[config.mk]
export PLATFORM = sky130hd
export DESIGN_NAME = inst_axi_rd_bridge
export DESIGN_NICKNAME = d
export VERILOG_FILES = /design/src/rtl/inst_axi_rd_bridge_pkg.sv /design/src/rtl/inst_axi_rd_bridge.sv
export SDC_FILE = /design/constraint.sdc
export NUM_CORES = 1
export LEC_CHECK = 0
export BUFFER_PORTS_ARGS = -buffer_cell sky130_fd_sc_hd__buf_4
export CAP_MARGIN = 30
export CORE_AREA = 10 10 111 113
export DETAILED_ROUTE_END_ITERATION = 8
export DIE_AREA = 0 0 121 123
export PLACE_DENSITY = 0.53
export SYNTH_ARGS = -nofsm -noshare
export SYNTH_HDL_FRONTEND = slang
export SYNTH_SLANG_ARGS = --single-unit
export TNS_END_PERCENT = 100
[constraint.sdc]
create_clock -name cpu_clk_50M -period 3.1 [get_ports cpu_clk_50M]
set_input_delay 0 -clock cpu_clk_50M [delete_from_list [all_inputs] [get_ports cpu_clk_50M]]
set_output_delay 0 -clock cpu_clk_50M [all_outputs]
set_load 0.01 [all_outputs]
[src/rtl/inst_axi_rd_bridge_pkg.sv]
// Shared encodings for the instruction-fetch AXI read bridge.
// FSM states and the fixed AXI4 attribute constants used for single-word fetches.
package inst_axi_rd_bridge_pkg;

  typedef enum logic [1:0] {
    IRD_IDLE = 2'd0,
    IRD_AR   = 2'd1,
    IRD_R    = 2'd2
  } ird_state_e;

  localparam logic [2:0] AXI_SIZE_4B    = 3'b010;
  localparam logic [1:0] AXI_BURST_INCR = 2'b01;
  localparam logic [1:0] AXI_RESP_OKAY  = 2'b00;

endpackage

[src/rtl/inst_axi_rd_bridge.sv]
// Fetch-side SRAM-like handshake to single-beat AXI4 read; one outstanding, 3-cycle minimum req-to-data.
// Backpressure: inst_addr_ok only in IDLE outside the data_ok cycle; AXI stalls add one cycle each.
module inst_axi_rd_bridge
  import inst_axi_rd_bridge_pkg::*;
#(
  parameter logic [3:0] AXI_ID = 4'd0,
  parameter int         ADDR_W = 32,
  parameter int         DATA_W = 32
) (
  input  logic              cpu_clk_50M,
  input  logic              cpu_rst_n,
  input  logic              inst_req,
  input  logic [ADDR_W-1:0] inst_addr,
  input  logic              inst_cancel,
  output logic              inst_addr_ok,
  output logic              inst_data_ok,
  output logic [DATA_W-1:0] inst_rdata,
  output logic              inst_bus_err,
  output logic [3:0]        arid,
  output logic [ADDR_W-1:0] araddr,
  output logic [7:0]        arlen,
  output logic [2:0]        arsize,
  output logic [1:0]        arburst,
  output logic              arvalid,
  input  logic              arready,
  input  logic [3:0]        rid,
  input  logic [DATA_W-1:0] rdata,
  input  logic [1:0]        rresp,
  input  logic              rlast,
  input  logic              rvalid,
  output logic              rready
);

  ird_state_e        state_q;
  logic [ADDR_W-1:0] addr_q;
  logic [DATA_W-1:0] rdata_q;
  logic              arvalid_q;
  logic              rready_q;
  logic              data_ok_q;
  logic              bus_err_q;
  logic              cancelled_q;
  logic              drop_resp;

  // Single outstanding, single beat: rid/rlast carry no information here.
  logic unused_r_side;
  assign unused_r_side = ^{rid, rlast};

  assign inst_addr_ok = inst_req & cpu_rst_n & (state_q == IRD_IDLE) & ~data_ok_q;
  // A cancel arriving in the same cycle as rvalid still suppresses the response.
  assign drop_resp    = cancelled_q | inst_cancel;

  always_ff @(posedge cpu_clk_50M or negedge cpu_rst_n) begin
    if (!cpu_rst_n) begin
      state_q     <= IRD_IDLE;
      addr_q      <= '0;
      rdata_q     <= '0;
      arvalid_q   <= 1'b0;
      rready_q    <= 1'b0;
      data_ok_q   <= 1'b0;
      bus_err_q   <= 1'b0;
      cancelled_q <= 1'b0;
    end else begin
      data_ok_q <= 1'b0;
      bus_err_q <= 1'b0;
      case (state_q)
        IRD_IDLE: begin
          if (inst_addr_ok) begin
            addr_q      <= inst_addr;
            arvalid_q   <= 1'b1;
            cancelled_q <= inst_cancel;
            state_q     <= IRD_AR;
          end
        end
        IRD_AR: begin
          if (inst_cancel) cancelled_q <= 1'b1;
          if (arready) begin
            arvalid_q <= 1'b0;
            rready_q  <= 1'b1;
            state_q   <= IRD_R;
          end
        end
        IRD_R: begin
          if (inst_cancel) cancelled_q <= 1'b1;
          if (rvalid) begin
            rready_q    <= 1'b0;
            cancelled_q <= 1'b0;
            state_q     <= IRD_IDLE;
            if (!drop_resp) begin
              rdata_q   <= rdata;
              data_ok_q <= 1'b1;
              bus_err_q <= (rresp != AXI_RESP_OKAY);
            end
          end
        end
        default: begin
          state_q   <= IRD_IDLE;
          arvalid_q <= 1'b0;
          rready_q  <= 1'b0;
        end
      endcase
    end
  end

  assign inst_data_ok = data_ok_q;
  assign inst_bus_err = bus_err_q;
  assign inst_rdata   = rdata_q;
  assign arid         = AXI_ID;
  assign araddr       = addr_q;
  assign arlen        = 8'd0;
  assign arsize       = AXI_SIZE_4B;
  assign arburst      = AXI_BURST_INCR;
  assign arvalid      = arvalid_q;
  assign rready       = rready_q;

endmodule

==> results of run 1 <==
power breakdown:
| part | switching, mW | internal [mW] |
|---|---|---|
| registers | 0.224 | 1.36 |
| logic | 0.694 | 1.02 |
| clock network | 0.341 | 0.391 |
Yosys cell counts, types with 2 or more instances:
| master | count |
|---|---|
| dfrtp_1 | 71 |
| mux2_2 | 63 |
| buf_4 | 18 |
| buf_6 | 6 |
| ha_1 | 5 |
| inv_1 | 3 |
| mux2_1 | 3 |
| a21oi_1 | 2 |
| conb_1 | 2 |
| nand2_1 | 2 |
| nand2b_1 | 2 |
| nor2b_1 | 2 |
cells by family (layout without fill, tap and decap cells):
| family | Yosys count | after routing | share of synthesized area (%) |
|---|---|---|---|
| buf+inv | 27 | 230 | 7.27 |
| other cells | 2 | 17 | 0.255 |
| flops | 71 | 71 | 60.3 |
| compound gates | 8 | 8 | 2.17 |
| simple gates | 11 | 11 | 2.59 |
| mux | 66 | 66 | 25.2 |
| fa+ha+maj | 5 | 5 | 2.12 |
layer usage:
metal / vias up / GRT usage [%]
li1: 1050 / -
met1: 1079 / 11.6
met2: 82 / 20.1
met3: 4 / 5.56
met4: 0 / 2.94
met5: - / 0
worst min-delay path: cells and delay by family:
kind | cells | cell delay (ps)
simple gates | 2 | 170
buf+inv | 1 | 120
per-stage QoR:
step | hold slack [ps] | utilization [%] | setup WS (ps) | std cells
2_1_floorplan | -296 | - | 1420 | 205
3_3_place_gp | 210 | 40.0 | 1200 | 460
3_5_place_dp | 217 | 40.0 | 1170 | 460
4_1_cts | 3.26 | 48.6 | 1110 | 544
5_1_grt | 19.5 | 48.6 | 963 | 544
6_report | 12.4 | 48.6 | 1170 | 544
repair_timing:
action	CTS	global route
endpoints found under the hold margin	137	0
hold buffers	68	0
setup buffers	0	0
worst paths after layout:
path | startpoint | endpoint | slack (ps)
setup reg to reg | state_q[0]$_DFFE_PN0P_ | inst_bus_err$_DFF_PN0_ | 1170
hold reg to reg | araddr[3]$_DFFE_PN0P_ | araddr[3]$_DFFE_PN0P_ | 510
max in group asynchronous | cpu_rst_n | inst_rdata[19]$_DFFE_PN0P_ | 2030
hold / removal | rvalid | inst_data_ok$_DFF_PN0_ | 10
setup / recovery | state_q[1]$_DFFE_PN0P_ | inst_addr_ok | 1170
min in group asynchronous | cpu_rst_n | inst_rdata[26]$_DFFE_PN0P_ | 460
sequential cells by signal, summed over array words and instances (netlist names):
signal / count
araddr: 32
inst_rdata: 32
state_q: 2
arvalid: 1
cancelled_q: 1
inst_bus_err: 1
inst_data_ok: 1
rready: 1
cell type report:
class                      count  area (um^2)
tap                          136          170
clock buffer                  12          145
fill                         898         5210
multi-input combinational    107         1010
inverter                       3         11.3
sequential                    71         1780
clock inverter                 4         45.0
timing repair buffer         211         1770
==> results.md, run 1 <==
- Status: finished, final reports clean
- Max-cap violations: 0
- Setup TNS Final: 0 ps
- DR iter-0 viols: 47
- Highest Signal Layer: met4
- TritonCTS Sinks: 71
- Most frequent cells in the layout: 142 x buf_4, 71 x dfrtp_1, 68 x dlygate4sd3_1
- Dpl hpwl: 5.84 mm
- Crit-path cells: inv_1, ha_1, nand4b_1, buf_4, inv_1, buf_4
- Total congestion overflow: 0
- Wl on met1: 3.11 mm
- Die area: 14900 um^2
- PwrDens: 818 nW/um^2
- Synth warn: 0
- Crit path depth: 6
- Hold Violations, Final: 0
- Clk_lat worst skew: 340 ps
- Post-synth top area share: 60.3%
- Final Max Slew Viols: 0
- Total Routed Length: 8.49 mm
- Layout Skew: 10.3 ps
- Root Buffer: clkbuf_8
- Crit end category: primary output
- GRT Util Overall: 11.3%
- Clock Tree Buf Depth: 2
- Number of global-route vias before repair: 2525
- Area leader, netlist: dfrtp_1
- Non-Filler Cell Area, Final: 4920 um^2
- Rows: 37
- Post-Syn Area: 2940 um^2
- Worst Path Max Fanout: 36
- Routed vias/inst: 4.07
- GPL Wtd Cong: 0.746
- Seq/Total Area, Yosys: 60.3%
- Critical Path Slowest Stage Cell: buf_4
- Maximum vdd drop: 0.365 mV
- Number of CTS-inserted buffers: 9
- Crit path time final: 1930 ps
- Die Y: 123 um
- Fmax: 518 MHz
- Worst hold stages: 3
- Dpl cell area: 4050 um^2
- CORE AREA: 10100 um^2
- First-pass GRT wire length: 13.4 mm
- Nets: 485
- DR WL/cell: 15.6 um
- # DRC: 0
- Synth unique cells: 23
- H-tree Lvls: 3
- Ys async rst share: 100%
- Crit share post-route: 62.2%
- Worst slew pin tran: 909 ps
- Critical Path RT: 3100 ps
- Unrepaired setup endpoints after global routing: false
- Setup crit start kind: register
- Power, Total: 4.03 mW
- Ant. Diodes: 0
- Dominant synthesized flop cell: dfrtp_1
- Initial core utilization: 29.0%
- Worst path bufs/invs: 4
- Area grow syn2layout: 67.3%
- Final antenna-violating net count: 0
- Drt first pass iters: 4
- CTS tree: built
- Commonest non-fill, non-tap cell in the layout: buf_4
- Layout cell share with drive strength beyond 1: 54.4%
- Die width: 121 um
- Largest net degree at the start of global routing: 72
- Crit Path Class: reg2out
- PortBufs: 140
- Type of the tightest min-delay check: in2reg
- Largest cells by area after synthesis: dfrtp_1 60%, mux2_2 24%, buf_4 4.6%, buf_6 2.3%, ha_1 2.1%
- Final setup viols: 0
- IO Pins: 163
- Worst path arrival time: 1930 ps
- CTS resizes: 0
- Via count: 2215
- Gate Count Post-Synth: 190
- #FFs+latches synth: 71
- Worst rel slew slack: 39.4%
- Met3 Routed Length: 819 um
- Reg2Reg Depth: 6
- CP top delay family: buffers and inverters
- P_leak: 2.39 nW
- Worst-path clk slew: 70 ps
- EDFF count, synth: 0
- CP max stage delay: 430 ps
- Synth Area per Inst: 15.5 um^2
- Metal2 WL: 4.52 mm
- Initial antenna violation count: 0
Power figures use the tool's default switching activity.
==> inputs of run 2 (changes only) <==
Clock period 3.1 ns to 1.8 ns, I/O delays scaled along.
==> results.md, run 2 (same netlist as run 1, synthesis figures left out) <==
- Status: finished, final reports clean
- Nets: 493
- Final setup viols: 0
- CORE AREA: 10100 um^2
- Setup crit start kind: register
- Crit path depth: 7
- Crit path time final: 1720 ps
- Rows: 37
- Reg-to-reg startpoint: state_q[0]$_DFFE_PN0P_
- Clk_lat worst skew: 340 ps
- Worst path bufs/invs: 3
- IO Pins: 163
- Total congestion overflow: 0
- Crit end category: register
- Root Buffer: clkbuf_8
- Final Max Slew Viols: 0
- Initial antenna violation count: 0
- Crit-path cells: inv_2, ha_1, nand2_2, nor3_4, buf_12, clkbuf_16, mux2_2
- Setup Slack @ Placement: 86.2 ps
- Dpl hpwl: 5.95 mm
- Crit Path Class: reg2reg
- Fmax: 581 MHz
- H-tree Lvls: 3
- Largest net degree at the start of global routing: 72
- DR iter-0 viols: 33
- PortBufs: 140
- Critical Path Slowest Stage Cell: dfrtp_1
- Routed vias/inst: 4.13
- TritonCTS Sinks: 71
- Critical Path RT: 2020 ps
- CP top delay family: buffers and inverters
- DR WL/cell: 15.6 um
- Filler instances: 888
- Most frequent cells in the layout: 146 x buf_4, 71 x dfrtp_1, 67 x dlygate4sd3_1
- Number of CTS-inserted buffers: 9
- PwrDens: 1370 nW/um^2
- Reg2Reg Depth: 7
- Maximum vdd drop: 0.648 mV
- Total Routed Length: 8.56 mm
- Reg2reg end: inst_rdata[1]$_DFFE_PN0P_
- Final WS setup: 78.9 ps
- Layout cell share with drive strength beyond 1: 56.4%
- Drt first pass iters: 6
- Die Y: 123 um
- GPL Wtd Cong: 0.757
- Finished Core Util: 49.8%
- CP startpoint: state_q[0]$_DFFE_PN0P_
- GRT Util Overall: 11.0%
- First-pass GRT wire length: 13.0 mm
- Die area: 14900 um^2
- Die width: 121 um
- Ant. Diodes: 0
- Number of global-route vias before repair: 2466
- Reg2Reg Setup Slack: 80 ps
- Worst Path Max Fanout: 14
- Worst-path clk slew: 70 ps
- Layout Skew: 6.49 ps
- Initial core utilization: 29.0%
- Clock Tree Buf Depth: 2
- Commonest non-fill, non-tap cell in the layout: buf_4
- Max-cap violations: 0
- P_leak: 2.45 nW
- Dpl cell area: 4100 um^2
- Via count: 2268
- Worst Setup EP: inst_rdata[1]$_DFFE_PN0P_
- Final antenna-violating net count: 0
- # DRC: 0
- CTS tree: built
- Type of the tightest min-delay check: in2reg
- Crit share post-route: 95.6%
- Worst path arrival time: 1940 ps
- Setup TNS Final: 0 ps
- Area grow syn2layout: 71.5%
- CP max stage delay: 410 ps
- Non-Filler Cell Area, Final: 5050 um^2
- Hold Violations, Final: 0
[run 2: per-layer routing]
layer	wire length (um)	global-route usage, %	vias to the layer above
li1	-	-	1068
met3	824	5.06	9
met4	114	3.62	0
met5	0	0	-
met2	4400	18.6	85
met1	3220	12.1	1106
[run 2: worst register-to-register path: cells and delay by family, from the launching register on]
kind / cells / cell delay [ps]
buf+inv: 3 / 410
flops: 1 / 410
simple gates: 2 / 280
mux: 1 / 330
fa+ha+maj: 1 / 180
[run 2: cell type report]
type / instances / area, um^2 / share of cell area [%]
repair buffers: 219 / 1900 / 37.7
inverters: 3 / 11.3 / 0.223
clock buffers: 12 / 165 / 3.27
multi-input cells: 107 / 1020 / 20.1
flip-flops and latches: 71 / 1780 / 35.2
clock inverters: 1 / 5.00 / 0.0991
well taps: 136 / 170 / 3.37
[run 2: repair_timing]
item / CTS / global route
hold buffers: 67 / 0
buffers inserted: 0 / 2
hold endpoints to repair: 136 / 0
endpoints found under the setup margin: 0 / 14
gates resized for setup: 0 / 3
[run 2: worst min path at each step]
| stage | startpoint | slack (ps) | cells after the start | end |
|---|---|---|---|---|
| after floorplan | cpu_rst_n | -300 | 0 | araddr[0]$_DFFE_PN0P_ |
| after global placement | rresp[0] | 210 | 2 | inst_bus_err$_DFF_PN0_ |
| after detailed placement | rresp[0] | 210 | 2 | inst_bus_err$_DFF_PN0_ |
| after CTS | inst_cancel | 20 | 3 | inst_data_ok$_DFF_PN0_ |
| after global routing | inst_cancel | 50 | 4 | cancelled_q$_DFFE_PN0P_ |
| final | inst_cancel | 60 | 4 | cancelled_q$_DFFE_PN0P_ |
[run 2: metrics by stage]
step	hold WS (ps)	instances	total power, mW
after floorplan	-296	205	4.10
after global placement	214	464	5.63
after detailed placement	212	464	5.68
after CTS	15.7	544	6.99
after global routing	49.1	549	7.40
final	64.9	549	6.90
[run 2: where the power goes]
part           internal, mW  switching (mW)  total (mW)
Clock                 0.589           0.555        1.14
Sequential             2.34           0.376        2.72
Combinational          1.83            1.21        3.04
==> inputs of run 3 (changes only) <==
Settings changed: REMOVE_ABC_BUFFERS set to 1.
==> results.md, run 3 (same netlist as run 1, synthesis figures left out) <==
- Setup crit start kind: register
- Total congestion overflow: 0
- Crit Path Class: reg2reg
- Ant. Diodes: 0
- Status: finished, final reports clean
- Unrepaired setup endpoints after global routing: true
- Routed vias/inst: 4.11
- Drt first pass iters: 3
- Nets: 490
- Clock Tree Buf Depth: 2
- P_leak: 2.46 nW
- Worst slew pin tran: 904 ps
- CORE AREA: 10100 um^2
- Critical Path Slowest Stage Cell: dfrtp_1
- Die area: 14900 um^2
- Area grow syn2layout: 71.8%
- PwrDens: 1450 nW/um^2
- Layout Skew: 7.62 ps
- Final antenna-violating net count: 0
- Crit-path cells: inv_1, ha_1, nand4b_1, buf_4, clkbuf_16, o32ai_1
- Crit path time final: 1730 ps
- Die width: 121 um
- TritonCTS Sinks: 71
- Fmax: 577 MHz
- Layout Cells excl Fill: 549
- Most frequent cells in the layout: 146 x buf_4, 71 x dfrtp_1, 67 x dlygate4sd3_1
- Dpl hpwl: 5.63 mm
- Max-cap violations: 0
- Crit end category: register
- Rows: 37
- Worst Path Max Fanout: 18
- CP top delay family: buffers and inverters
- Power, Total: 7.34 mW
- DR WL/cell: 15.1 um
- IO Pins: 163
- Initial core utilization: 29.0%
- Commonest non-fill, non-tap cell in the layout: buf_4
- Clk_lat worst skew: 340 ps
- Final Max Slew Viols: 0
- Worst path arrival time: 1960 ps
- Root Buffer: clkbuf_8
- Initial antenna violation count: 0
- Placed insts: 463
- DR iter-0 viols: 76
- Largest net degree at the start of global routing: 72
- PortBufs: 140
- H-tree Lvls: 3
- Worst-path clk slew: 80 ps
- Worst path bufs/invs: 3
- Crit share post-route: 96.2%
- Maximum vdd drop: 0.661 mV
- Type of the tightest min-delay check: in2reg
- GPL Wtd Cong: 0.720
- Critical Path RT: 2030 ps
- Hold Violations, Final: 0
- Die Y: 123 um
- Layout cell share with drive strength beyond 1: 56.2%
- CTS tree: built
- Number of global-route vias before repair: 2523
- Number of CTS-inserted buffers: 9
- CP max stage delay: 420 ps
- GRT Util Overall: 10.8%
- Via count: 2256
- Total Routed Length: 8.27 mm
- Worst rel slew slack: 39.7%
- Final setup viols: 0
- First-pass GRT wire length: 13.1 mm
- # DRC: 0
run 3: changes by cell type in the layout (fill, tap and decap cells not counted), sizes merged:
cell	change
bufinv	+3
buf	-2
clkbuf	-2
clkinv	+1
run 3: final timing paths:
| kind | from | endpoint | slack (ps) | cells after the start |
|---|---|---|---|---|
| worst max-delay path | state_q[1]$_DFFE_PN0P_ | state_q[0]$_DFFE_PN0P_ | 70 | 6 |
| worst min-delay path | inst_cancel | inst_data_ok$_DFF_PN0_ | 50 | 3 |
| worst max register to register | state_q[1]$_DFFE_PN0P_ | state_q[0]$_DFFE_PN0P_ | 70 | 6 |
| worst min register to register | inst_rdata[30]$_DFFE_PN0P_ | inst_rdata[30]$_DFFE_PN0P_ | 500 | 1 |
| max in group asynchronous | cpu_rst_n | inst_rdata[22]$_DFFE_PN0P_ | 740 | 3 |
| min in group asynchronous | cpu_rst_n | araddr[26]$_DFFE_PN0P_ | 460 | 3 |
run 3: metrics by stage:
step,instance area [um^2],hold WS (ps),util [%],setup slack [ps],TNS [ps]
after floorplan,2800,-296,-,-955,-36060
after global placement,4090,214,40.3,107,0
after detailed placement,4090,215,40.3,89.4,0
after CTS,5010,36.1,49.5,78.7,0
after global routing,5060,38.6,49.9,-34.7,-67.7
final,5060,53.8,49.9,67.8,0
run 3: final cells by class:
class | instances | area (um^2)
fillers | 879 | 5080
clock inverters | 5 | 104
repair buffers | 216 | 1830
multi-input cells | 107 | 1010
flip-flops and latches | 71 | 1780
clock buffers | 11 | 151
well taps | 136 | 170
inverters | 3 | 11.3
run 3: worst register-to-register path: stages (launching register included):
cell and delay [ps]:
dfrtp_1 420, inv_1 90, ha_1 170, nand4b_1 220, buf_4 220, clkbuf_16 180, o32ai_1 320
run 3: repair_timing:
action | in CTS | in global routing
buffers inserted | 0 | 2
setup endpoints to repair | 0 | 4
gates resized for setup | 0 | 2
hold buffers | 67 | 0
endpoints found under the hold margin | 136 | 0
run 3: layer usage:
layer,global-route usage (%),part of all wire (%)
met2,16.7,44
met4,4.07,1.4
met5,0,0
met3,5.29,12
met1,12.7,43
run 3: where the power goes:
part	leakage (nW)	internal, mW	total [mW]	switching (mW)
Clock	0.130	0.997	1.59	0.597
Combinational	1.46	1.82	3.04	1.22
Sequential	0.870	2.34	2.71	0.371
Total	2.46	5.16	7.34	2.19
